[config.mk]
export PLATFORM = sky130hd
export DESIGN_NAME = ram_fill_check_master
export DESIGN_NICKNAME = d
export VERILOG_FILES = /design/src/rtl/ram_fill_check_master.sv
export SDC_FILE = /design/constraint.sdc
export NUM_CORES = 1
export LEC_CHECK = 0
export BUFFER_PORTS_ARGS = -buffer_cell sky130_fd_sc_hd__buf_2
export CAP_MARGIN = 20
export CORE_MARGIN = 2
export CORE_UTILIZATION = 50
export CTS_CLUSTER_DIAMETER = 60
export DETAILED_ROUTE_END_ITERATION = 10
export PLACE_DENSITY = 0.78
export RECOVER_POWER = 25
export SYNTH_ARGS = -nofsm -noshare
export SYNTH_HDL_FRONTEND = slang
export SYNTH_SLANG_ARGS = --single-unit
[constraint.sdc]
create_clock -name clk -period 10.45 [get_ports clk]
set_input_delay 1.045 -clock clk [delete_from_list [all_inputs] [get_ports clk]]
set_output_delay 1.045 -clock clk [all_outputs]
set_load 0.01 [all_outputs]
[src/rtl/ram_fill_check_master.sv]
// Avalon-MM memory self-test master: fills a word range with a pattern, reads it back and
// counts miscompares. One access outstanding at a time; strobes are registered outputs.
module ram_fill_check_master #(
    parameter int unsigned ADDR_W       = 10,
    parameter int unsigned DATA_W       = 32,
    parameter int unsigned READ_LATENCY = 1
) (
    input  logic                clk,
    input  logic                reset_n,
    input  logic                start,
    input  logic [ADDR_W-1:0]   base,
    input  logic [ADDR_W:0]     len,
    input  logic                mode,
    input  logic [DATA_W-1:0]   pattern,
    output logic                busy,
    output logic                done,
    output logic                err_flag,
    output logic [ADDR_W:0]     err_count,
    output logic [ADDR_W-1:0]   first_err_addr,
    output logic [ADDR_W-1:0]   avm_address,
    output logic [DATA_W/8-1:0] avm_byteenable,
    output logic                avm_chipselect,
    output logic                avm_write,
    output logic [DATA_W-1:0]   avm_writedata,
    output logic                avm_read,
    input  logic [DATA_W-1:0]   avm_readdata,
    input  logic                avm_waitrequest
);

    typedef enum logic [2:0] {StIdle, StWr, StRd, StRwait, StFin} state_e;

    localparam logic [ADDR_W:0]   MaxLen  = {1'b1, {ADDR_W{1'b0}}};
    localparam logic [ADDR_W:0]   CntMax  = '1;
    localparam logic [ADDR_W:0]   IdxOne  = (ADDR_W+1)'(1);
    localparam logic [ADDR_W-1:0] AddrOne = ADDR_W'(1);
    localparam logic [2:0]        LatLast = 3'(READ_LATENCY - 1);

    state_e              state_q, state_d;
    logic [ADDR_W-1:0]   base_q, base_d;
    logic [ADDR_W:0]     len_q, len_d;
    logic [ADDR_W:0]     idx_q, idx_d;
    logic                mode_q, mode_d;
    logic [DATA_W-1:0]   pattern_q, pattern_d;
    logic [2:0]          lat_q, lat_d;
    logic                busy_q, busy_d;
    logic                done_q, done_d;
    logic                err_flag_q, err_flag_d;
    logic [ADDR_W:0]     err_count_q, err_count_d;
    logic [ADDR_W-1:0]   first_err_q, first_err_d;
    logic [ADDR_W-1:0]   addr_q, addr_d;
    logic                wr_q, wr_d;
    logic                rd_q, rd_d;
    logic [DATA_W-1:0]   wdata_q, wdata_d;

    logic [ADDR_W:0]     len_eff;
    logic                last_word;
    logic [ADDR_W-1:0]   next_addr;

    function automatic logic [DATA_W-1:0] fill_word(input logic m, input logic [DATA_W-1:0] p,
                                                     input logic [ADDR_W-1:0] a);
        return m ? (p ^ DATA_W'(a)) : p;
    endfunction

    assign len_eff   = (len > MaxLen) ? MaxLen : len;
    assign last_word = (idx_q == (len_q - IdxOne));
    assign next_addr = addr_q + AddrOne;

    // Next-state and registered-output computation for the whole test sequence
    always_comb begin
        state_d     = state_q;
        base_d      = base_q;
        len_d       = len_q;
        idx_d       = idx_q;
        mode_d      = mode_q;
        pattern_d   = pattern_q;
        lat_d       = lat_q;
        busy_d      = busy_q;
        done_d      = 1'b0;
        err_flag_d  = err_flag_q;
        err_count_d = err_count_q;
        first_err_d = first_err_q;
        addr_d      = addr_q;
        wr_d        = wr_q;
        rd_d        = rd_q;
        wdata_d     = wdata_q;
        unique case (state_q)
            StIdle: begin
                if (start) begin
                    err_flag_d  = 1'b0;
                    err_count_d = '0;
                    first_err_d = '0;
                    base_d      = base;
                    len_d       = len_eff;
                    mode_d      = mode;
                    pattern_d   = pattern;
                    idx_d       = '0;
                    addr_d      = base;
                    if (len_eff == '0) begin
                        state_d = StFin;
                        done_d  = 1'b1;
                    end else begin
                        state_d = StWr;
                        busy_d  = 1'b1;
                        wr_d    = 1'b1;
                        wdata_d = fill_word(mode, pattern, base);
                    end
                end
            end
            StWr: begin
                if (!avm_waitrequest) begin
                    if (last_word) begin
                        state_d = StRd;
                        wr_d    = 1'b0;
                        rd_d    = 1'b1;
                        idx_d   = '0;
                        addr_d  = base_q;
                    end else begin
                        idx_d   = idx_q + IdxOne;
                        addr_d  = next_addr;
                        wdata_d = fill_word(mode_q, pattern_q, next_addr);
                    end
                end
            end
            StRd: begin
                if (!avm_waitrequest) begin
                    state_d = StRwait;
                    rd_d    = 1'b0;
                    lat_d   = '0;
                end
            end
            StRwait: begin
                if (lat_q == LatLast) begin
                    // addr_q still holds the address of the read being checked
                    if (avm_readdata != fill_word(mode_q, pattern_q, addr_q)) begin
                        if (!err_flag_q) begin
                            first_err_d = addr_q;
                        end
                        err_flag_d = 1'b1;
                        if (err_count_q != CntMax) begin
                            err_count_d = err_count_q + IdxOne;
                        end
                    end
                    if (last_word) begin
                        state_d = StFin;
                        busy_d  = 1'b0;
                        done_d  = 1'b1;
                    end else begin
                        state_d = StRd;
                        rd_d    = 1'b1;
                        idx_d   = idx_q + IdxOne;
                        addr_d  = next_addr;
                    end
                end else begin
                    lat_d = lat_q + 3'd1;
                end
            end
            StFin: begin
                state_d = StIdle;
            end
            default: begin
                state_d = StIdle;
            end
        endcase
    end

    // State and output registers; reset drops strobes immediately
    always_ff @(posedge clk or negedge reset_n) begin
        if (!reset_n) begin
            state_q     <= StIdle;
            base_q      <= '0;
            len_q       <= '0;
            idx_q       <= '0;
            mode_q      <= 1'b0;
            pattern_q   <= '0;
            lat_q       <= '0;
            busy_q      <= 1'b0;
            done_q      <= 1'b0;
            err_flag_q  <= 1'b0;
            err_count_q <= '0;
            first_err_q <= '0;
            addr_q      <= '0;
            wr_q        <= 1'b0;
            rd_q        <= 1'b0;
            wdata_q     <= '0;
        end else begin
            state_q     <= state_d;
            base_q      <= base_d;
            len_q       <= len_d;
            idx_q       <= idx_d;
            mode_q      <= mode_d;
            pattern_q   <= pattern_d;
            lat_q       <= lat_d;
            busy_q      <= busy_d;
            done_q      <= done_d;
            err_flag_q  <= err_flag_d;
            err_count_q <= err_count_d;
            first_err_q <= first_err_d;
            addr_q      <= addr_d;
            wr_q        <= wr_d;
            rd_q        <= rd_d;
            wdata_q     <= wdata_d;
        end
    end

    assign busy           = busy_q;
    assign done           = done_q;
    assign err_flag       = err_flag_q;
    assign err_count      = err_count_q;
    assign first_err_addr = first_err_q;
    assign avm_address    = addr_q;
    assign avm_write      = wr_q;
    assign avm_read       = rd_q;
    assign avm_writedata  = wdata_q;
    assign avm_chipselect = wr_q | rd_q;
    assign avm_byteenable = {(DATA_W/8){wr_q | rd_q}};

endmodule

==> results of run 1 <==
==> sequential cells by signal, summed over array words and instances (netlist names), 3 cells and up <==
name            flops
avm_writedata      32
pattern_q          32
err_count          11
idx_q              11
len_q              11
avm_address        10
base_q             10
first_err_addr     10
lat_q               3
state_q             3
==> layer usage <==
layer | vias to the layer above | GRT usage
met3 | 39 | 0.0648
met1 | 3239 | 0.348
li1 | 3183 | -
met5 | - | 0
met4 | 0 | 0.0974
met2 | 289 | 0.380
==> path summary, 6_finish.rpt <==
check	startpoint	endpoint	slack, ns	cells after the start
setup / recovery	reset_n	first_err_addr[6]$_DFFE_PN0P_	5.63	1
hold / removal	base_q[8]$_DFFE_PN0P_	base_q[8]$_DFFE_PN0P_	0.47	1
setup reg to reg	state_q[1]$_DFFE_PN0P_	avm_address[5]$_DFFE_PN0P_	6.68	7
hold reg to reg	base_q[8]$_DFFE_PN0P_	base_q[8]$_DFFE_PN0P_	0.47	1
max in group clk	state_q[1]$_DFFE_PN0P_	avm_address[5]$_DFFE_PN0P_	6.68	7
min in group asynchronous	reset_n	err_count[5]$_DFFE_PN0P_	2.25	1
==> area by class of cell <==
| class | instances | area share |
|---|---|---|
| inverter | 13 | 0.00515 |
| timing repair buffer | 169 | 0.0917 |
| tap | 216 | 0.0285 |
| clock inverter | 9 | 0.0144 |
| sequential | 139 | 0.367 |
| clock buffer | 23 | 0.0505 |
| multi-input combinational | 625 | 0.442 |
==> stage by stage <==
stage | instance area (um^2) | hold slack [ns] | setup slack, ns | utilization
after floorplan | 7940 | 0.444 | 7.00 | -
after global placement | 8850 | 0.454 | 6.67 | 0.563
after detailed placement | 8850 | 0.459 | 6.66 | 0.563
after CTS | 9460 | 0.473 | 6.72 | 0.602
after global routing | 9470 | 0.497 | 4.69 | 0.602
final | 9470 | 0.471 | 5.63 | 0.602
==> report_power, final <==
part | internal, mW | switching [mW] | leakage, nW
clock network | 0.396 | 0.233 | 0.294
logic | 0.675 | 0.721 | 2.49
registers | 0.770 | 0.265 | 1.75
total | 1.84 | 1.22 | 4.54
==> Yosys cell counts, types with 13 or more instances <==
cell type	count	area (um^2)
nor3_1	19	95.1
nand2_1	174	653
mux2_2	65	732
nor2_1	37	139
a221o_1	13	130
nand3_1	23	115
o21ai_0	23	115
nand4_1	13	81.3
and3_1	19	119
xnor2_1	48	420
dfrtp_1	139	3480
xor2_1	26	228
clkbuf_1	34	128
a22o_1	16	140
a21oi_1	16	80.1
==> cell families (layout without fill, tap and decap cells) <==
family / count (synthesis) / after routing / synth area share
flip-flops: 139 / 139 / 0.438
AO/OA/AOI/OAI: 115 / 115 / 0.104
adder cells (fa/ha/maj): 6 / 6 / 0.00946
buffers and inverters: 64 / 214 / 0.0374
XOR/XNOR: 78 / 78 / 0.0935
AND/OR/NAND/NOR: 356 / 356 / 0.219
multiplexers: 70 / 70 / 0.0985
==> impl_metrics.tcl, run 1 <==
set metrics [dict create \
    fin_nets 1061 \
    violations "max-capacitance violations, max-slew violations" \
    synthFlopType "dfrtp_1" \
    cp-start-kind "input port" \
    firstDrtPassIters 5 \
    finalSetupTns_ns 0 \
    grt_max_degree 84 \
    clk_pin_slew_ns 0.06 \
    synth.distinct_cells 67 \
    cts_max_level 4 \
    cts_tree "yes" \
    outcome "finished, violations left" \
    hold_path.class "reg2reg" \
    rows 46 \
    met3WireLength_mm 1.71 \
    grt_pass1_wl_mm 32.8 \
    m1WireLength_mm 9.12 \
    ys_seq_area_frac 0.438 \
    relSlewSlack -2.06 \
    cts_hold_buf 0 \
    maxCapViolations 1 \
    dp_hpwl_mm 14.7 \
    wl_met2_mm 9.49 \
    root_buffer "clkbuf_16" \
    postRouteAntennaNets 0 \
    cp_slowest_cell "clkbuf_1" \
    crit_arrival_ns 4.26 \
    die-width_um 130 \
    antenna_found_initial 0 \
    end_kind "async pin" \
    dp_cells 1161 \
    multi_input_area_mm2 0.00419 \
    start_util 0.505 \
    io_buffers 162 \
    finalWorstPathRequiredPeriod_ns 4.82 \
    yosysWarnings 0 \
    synth_cells 828 \
    final_cell_mix "nand2_1, buf_2, dfrtp_1, mux2_2, xnor2_1" \
    place_congestion 0.832 \
    post_cts_buffers 0 \
    clock_sinks 139 \
    synth_area_mm2 0.00794 \
    crit_type "in2async" \
    layout_commonest_cell "nand2_1" \
    n_antenna_cell 0 \
    synth-edff-count 0 \
    worst_slew_pin_slew_ns 4.58 \
    synth_area_per_cell_um2 9.59 \
    path_buf_inv 1 \
    routed.top_layer "met4" \
    cp_cell_sequence "clkbuf_1" \
    power_mw 3.06 \
    skew_ns 0.00694 \
    die_area_mm2 0.0169 \
    hold_viol_final 0 \
    cts_buffers 17 \
    ir_drop_v 0.000171 \
    synth_seq_cells 139 \
    grt_usage 0.251 \
    drv_slew 84 \
    gr-total-overflow 0 \
    ctsResizeCount 0 \
    crit_path_max_fanout 83 \
    rsz0062_at_grt "no" \
    dr.first_iter.drc_count 479 \
    clkLatencyLatePin_ns 0.42 \
    ys_async_sr_fraction 1.00 \
    slowest_delay_ns 3.14 \
    n_fill_cell 1291 \
    setup_violations 0 \
    cts_buffer_depth 2 \
    max_clock_freq_mhz 207 \
    post_drt_wl_per_cell_um 17.4 \
    drive_gt1_frac 0.283 \
    ioPinCount 163 \
    stdcell_count 1194 \
    via_count 6750 \
    die_h_um 130 \
    fin_crit_sh 0.461 \
    p_per_area_mw_per_mm2 323 \
    critical-path-top-delay-family "buffers and inverters" \
    areaGrowthSynthToFinish_pct 19.2 \
    synthesis.nets 924 \
    regArea_mm2 0.00348 \
    core_area_mm2 0.0157 \
    remaining_drc_errors 0 \
    drt-vias-per-instance 5.65 \
    grt_pass1_vias 6289 \
    leakagePower_nw 4.54 \
    wl_mm 20.8 \
    required_ns 9.89 \
]
(Power assumes the default switching activity.)
==> inputs of run 2 (changes only) <==
- PLACE_DENSITY: 0.78 -> 0.81
- clock period: 10.45 -> 4.2 ns (I/O delays scaled with it)
==> run 2 against run 1 <==
  * The run still ends with max-capacitance violations, max-slew violations left
  * Sequential share of layout area is essentially flat
  * Global-route usage rose by 0.63 points
  * Wire length is 0.87% higher
  * Register-to-register slack lost 6.2 ns
  * Hold slack got worse by 0.27 ns
  * Largest cell class unchanged
==> impl_metrics.tcl, run 2 (synthesized netlist as in run 1, its figures left out) <==
set metrics [dict create \
    dp_hpwl_mm 14.9 \
    crit_type "reg2reg" \
    max_clock_freq_mhz 268 \
    skew_ns 0.00831 \
    via_count 6779 \
    cts_buffers 17 \
    power_mw 7.60 \
    reg2regPathDepth 10 \
    remaining_drc_errors 0 \
    placed_cell_area_mm2 0.00886 \
    cts_tree "yes" \
    fin_util 0.603 \
    hold_start "pattern[16]" \
    die-width_um 130 \
    root_buffer "clkbuf_16" \
    final_cell_area_mm2 0.00948 \
    violations "max-capacitance violations, max-slew violations" \
    postRouteAntennaNets 0 \
    cp-start-kind "flop" \
    grt_pass1_vias 6621 \
    gr-total-overflow 0 \
    cts_hold_buf 0 \
    fin_nets 1063 \
    post_drt_wl_per_cell_um 17.6 \
    firstDrtPassIters 5 \
    ir_drop_v 0.000386 \
    fin_crit_sh 0.888 \
    p_per_area_mw_per_mm2 802 \
    n_antenna_cell 0 \
    final_cell_mix "nand2_1, buf_2, dfrtp_1, mux2_2, xnor2_1" \
    ioPinCount 163 \
    clkLatencyLatePin_ns 0.42 \
    grt_max_degree 70 \
    outcome "finished, violations left" \
    areaGrowthSynthToFinish_pct 19.4 \
    core_area_mm2 0.0157 \
    wl_met2_mm 9.84 \
    crit_arrival_ns 4.03 \
    maxCapViolations 1 \
    rsz0062_at_grt "no" \
    drt-vias-per-instance 5.67 \
    n_fill_cell 1320 \
    holdPathStages 3 \
    antenna_found_initial 0 \
    clk_pin_slew_ns 0.06 \
    cts_max_level 4 \
    crit_start "len_q[0]$_DFFE_PN0P_" \
    met3WireLength_mm 1.58 \
    r2r_start "len_q[0]$_DFFE_PN0P_" \
    setup_violations 0 \
    wl_mm 21.0 \
    m1WireLength_mm 9.10 \
    place_congestion 0.905 \
    dr.first_iter.drc_count 403 \
    routed.top_layer "met4" \
    layout_commonest_cell "nand2_1" \
    grt_pass1_wl_mm 33.9 \
    hold_viol_final 0 \
    ctsResizeCount 0 \
    required_ns 4.50 \
    worst_slew_pin_slew_ns 3.20 \
    end_kind "flop" \
    hold_path.class "in2reg" \
    finalWorstPathRequiredPeriod_ns 3.73 \
    die_area_mm2 0.0169 \
    regArea_mm2 0.00348 \
    leakagePower_nw 4.55 \
    multi_input_area_mm2 0.00419 \
    post_cts_buffers 0 \
    rows 46 \
    finalSetupTns_ns 0 \
    drv_slew 70 \
    io_buffers 162 \
    grt_usage 0.257 \
    start_util 0.505 \
    die_h_um 130 \
    cts_buffer_depth 2 \
    relSlewSlack -1.13 \
    clock_sinks 139 \
    crit_path_max_fanout 11 \
    drive_gt1_frac 0.293 \
]
==> run 2: cell count changes in the layout (fill, tap and decap cells not counted), moves of 2 or more <==
cell	before	now
buf_4	6	8
clkbuf_1	9	0
inv_6	1	5
clkinvlp_4	2	4
clkbuf_8	3	0
buf_2	156	162
==> run 2: layout make-up <==
class | instances | share of cell area
flip-flops and latches | 139 | 0.367
well taps | 216 | 0.0285
repair buffers | 171 | 0.0929
clock buffers | 17 | 0.0449
clock inverters | 15 | 0.0197
inverters | 13 | 0.00515
multi-input cells | 625 | 0.442
==> run 2: critical path, stage by stage (launching register included) <==
cell and delay (ns):
dfrtp_1 0.41, inv_1 0.09, ha_1 0.20, or3b_2 0.50, nor2_1 0.14, mux2_2 0.36, or4b_4 0.59, nor4_4 0.36
buf_4 0.29, mux2_2 0.35, a221o_1 0.32
==> run 2: where the power goes <==
| part | internal (mW) | leakage (nW) | switching, mW |
|---|---|---|---|
| Sequential | 1.91 | 1.75 | 0.661 |
| Combinational | 1.67 | 2.52 | 1.80 |
| Clock | 0.943 | 0.287 | 0.616 |
==> run 2: layer usage <==
layer | GRT usage | up-vias
met5 | 0 | -
li1 | - | 3200
met1 | 0.336 | 3277
met2 | 0.409 | 261
met3 | 0.0664 | 41
met4 | 0.108 | 0
==> run 2: worst paths after layout <==
kind	endpoint	slack, ns
min	pattern_q[16]$_DFFE_PN0P_	0.20
max in group asynchronous	lat_q[0]$_DFFE_PN0P_	1.02
max reg2reg	avm_address[5]$_DFFE_PN0P_	0.47
min in group asynchronous	err_count[0]$_DFFE_PN0P_	1.26
max	avm_address[5]$_DFFE_PN0P_	0.47
min reg2reg	base_q[8]$_DFFE_PN0P_	0.48
==> run 2: through the flow <==
step	std cells	hold WS (ns)	setup WS (ns)
after floorplan	828	0.124	0.747
after global placement	1163	0.456	0.585
after detailed placement	1163	0.461	0.515
after CTS	1195	0.0148	0.486
after global routing	1196	0.203	0.320
final	1196	0.200	0.468
==> inputs of run 3 (changes only) <==
- ABC_AREA: not set -> 1
- PLACE_DENSITY: 0.81 -> 0.8
==> run 3 against run 2 <==
  * The flow now finishes without violations
  * Fmax increased by 20%
  * Clock power is essentially flat
  * Sequential cell count unchanged
  * Largest cell class unchanged
==> impl_metrics.tcl, run 3 <==
set metrics [dict create \
    outcome "finished, final reports clean" \
    cts_max_level 4 \
    antenna_found_initial 1 \
    synth.mux.area_fraction 0.0160 \
    via_count 7888 \
    post_drt_wl_per_cell_um 14.9 \
    n_fill_cell 1459 \
    grt_max_degree 114 \
    clkLatencyLatePin_ns 0.43 \
    power_mw 7.42 \
    synthFlopType "dfrtp_1" \
    ioPinCount 163 \
    worst_slew_pin_slew_ns 1.41 \
    synth-simple-area-share 0.308 \
    cts_tree "yes" \
    root_buffer "clkbuf_16" \
    ys_async_sr_fraction 1.00 \
    drive_gt1_frac 0.181 \
    post_cts_buffers 0 \
    synth_area_leaders "dfrtp_1, nand2_1, inv_1, o21ai_0, nand3_1" \
    ir_drop_v 0.000407 \
    synth_top_family_by_area "simple AND/OR/NAND/NOR gates" \
    synth-compound-area-share 0.0962 \
    grt_usage 0.256 \
    rows 46 \
    drv_slew 0 \
    finalWorstPathRequiredPeriod_ns 3.11 \
    placed_cell_area_mm2 0.00904 \
    firstDrtPassIters 6 \
    synth-edff-count 0 \
    ctsResizeCount 0 \
    setup_violations 0 \
    postRouteAntennaNets 0 \
    skew_ns 0.0121 \
    synth_cells 1102 \
    grt_pass1_wl_mm 36.3 \
    clk_pin_slew_ns 0.06 \
    cts_hold_buf 0 \
    synth_common_cells "nand2_1, dfrtp_1, inv_1" \
    dp_cells 1439 \
    max_clock_freq_mhz 321 \
    relSlewSlack 0.0581 \
    yosysWarnings 0 \
    p_per_area_mw_per_mm2 766 \
    finalSetupTns_ns 0 \
    synth_area_mm2 0.00816 \
    crit_type "reg2reg" \
    die-width_um 132 \
    wl_mm 21.9 \
    power.internal_mw 4.05 \
    final_cell_area_mm2 0.00969 \
    dr.first_iter.drc_count 591 \
    p_sw_mw 3.38 \
    cp-start-kind "flop" \
    power_frac_seq 0.322 \
    hold_path.class "in2reg" \
    grt_pass1_vias 7462 \
    synth_top_area_share 0.426 \
    p_comb_frac 0.467 \
    gr-total-overflow 0 \
    synth_area_per_cell_um2 7.40 \
    maxCapViolations 0 \
    fin_ws_ns 1.09 \
    synthXorXnorAreaFrac 0.0640 \
    io_buffers 162 \
    final_cell_mix "nand2_1, buf_2, dfrtp_1, inv_1, nor2_1" \
    leakagePower_nw 5.09 \
    synth_fa_ha_area_frac 0.00920 \
    areaGrowthSynthToFinish_pct 18.7 \
    place_congestion 0.887 \
    ff2ff_setup_slack_ns 1.09 \
    dp_hpwl_mm 15.8 \
    remaining_drc_errors 0 \
    pwr-share-clk 0.211 \
    clock_sinks 139 \
    drt-vias-per-instance 5.36 \
    required_ns 4.57 \
    ys_seq_area_frac 0.426 \
    fin_util 0.608 \
    pre_cts_slack_ns 1.12 \
    start_util 0.512 \
    n_antenna_cell 0 \
    rsz0062_at_grt "no" \
    core_area_mm2 0.0159 \
    fin_crit_sh 0.741 \
    stdcell_count 1473 \
    holdWs_ns 0.201 \
    synth_seq_cells 139 \
    crit_path_max_fanout 55 \
    die_area_mm2 0.0174 \
    layout_commonest_cell "nand2_1" \
    hold_viol_final 0 \
    crit_arrival_ns 3.48 \
    synthesis.nets 1198 \
    synth_top_cell_by_area "dfrtp_1" \
    synth.distinct_cells 39 \
    cts_buffers 17 \
    yosysMostFrequentCell "nand2_1" \
    die_h_um 132 \
    p_sw_frac 0.455 \
    cts_buffer_depth 2 \
    end_kind "flop" \
    fin_nets 1340 \
]
-- run 3: cell count changes after synthesis, sizes merged, moves of 15 or more --
cell	previous run	this run
nand2	175	371
inv	12	110
o21ai	25	92
mux2	65	0
nor2	37	85
nand3	23	67
nand4	13	38
xnor2	48	27
and3	19	1
a22o	16	1
-- run 3: area by class of cell --
type	count	area (um^2)	share of cell area
sequential	139	3480	0.359
multi-input combinational	808	4030	0.416
clock inverter	13	166	0.0172
timing repair buffer	168	873	0.0902
inverter	110	413	0.0426
clock buffer	19	453	0.0468
tap	216	270	0.0279
-- run 3: path summary, 6_finish.rpt --
kind | start | end | depth (start not counted)
hold reg to reg | first_err_addr[4]$_DFFE_PN0P_ | first_err_addr[4]$_DFFE_PN0P_ | 2
setup reg to reg | state_q[2]$_DFFE_PN0P_ | avm_writedata[0]$_DFFE_PN0P_ | 9
max in group asynchronous | reset_n | avm_writedata[13]$_DFFE_PN0P_ | 3
min in group asynchronous | reset_n | len_q[5]$_DFFE_PN0P_ | 2
hold / removal | pattern[28] | pattern_q[28]$_DFFE_PN0P_ | 3
setup / recovery | state_q[2]$_DFFE_PN0P_ | avm_writedata[0]$_DFFE_PN0P_ | 9
-- run 3: cell families after synthesis --
logic type | count (synthesis)
fa+ha+maj | 6
mux | 13
simple gates | 587
compound gates | 144
buf+inv | 155
flops | 139
xor+xnor | 58
-- run 3: critical path, cell delays in order, from the launching register on --
cell	delay (ns)
dfrtp_1	0.39
nor2_2	0.49
inv_2	0.31
nor2_4	0.59
o21ai_0	0.20
nor2_1	0.27
nand2_4	0.37
inv_2	0.27
nand2_1	0.08
nand2_1	0.07
-- run 3: power by group through the flow --
stage	Sequential, mW	Clock, mW	Combinational [mW]
2_1_floorplan	2.36	0	2.55
3_3_place_gp	2.38	0	3.34
3_5_place_dp	2.39	0	3.45
4_1_cts	2.38	1.57	3.46
5_1_grt	2.45	1.63	3.94
6_report	2.39	1.57	3.47
-- run 3: layer usage --
metal	GRT usage	part of all wire	vias to the layer above
met4	0.0851	0.021	0
met3	0.0734	0.098	44
li1	-	-	3849
met1	0.346	0.43	3631
met5	0	0	-
met2	0.399	0.45	364
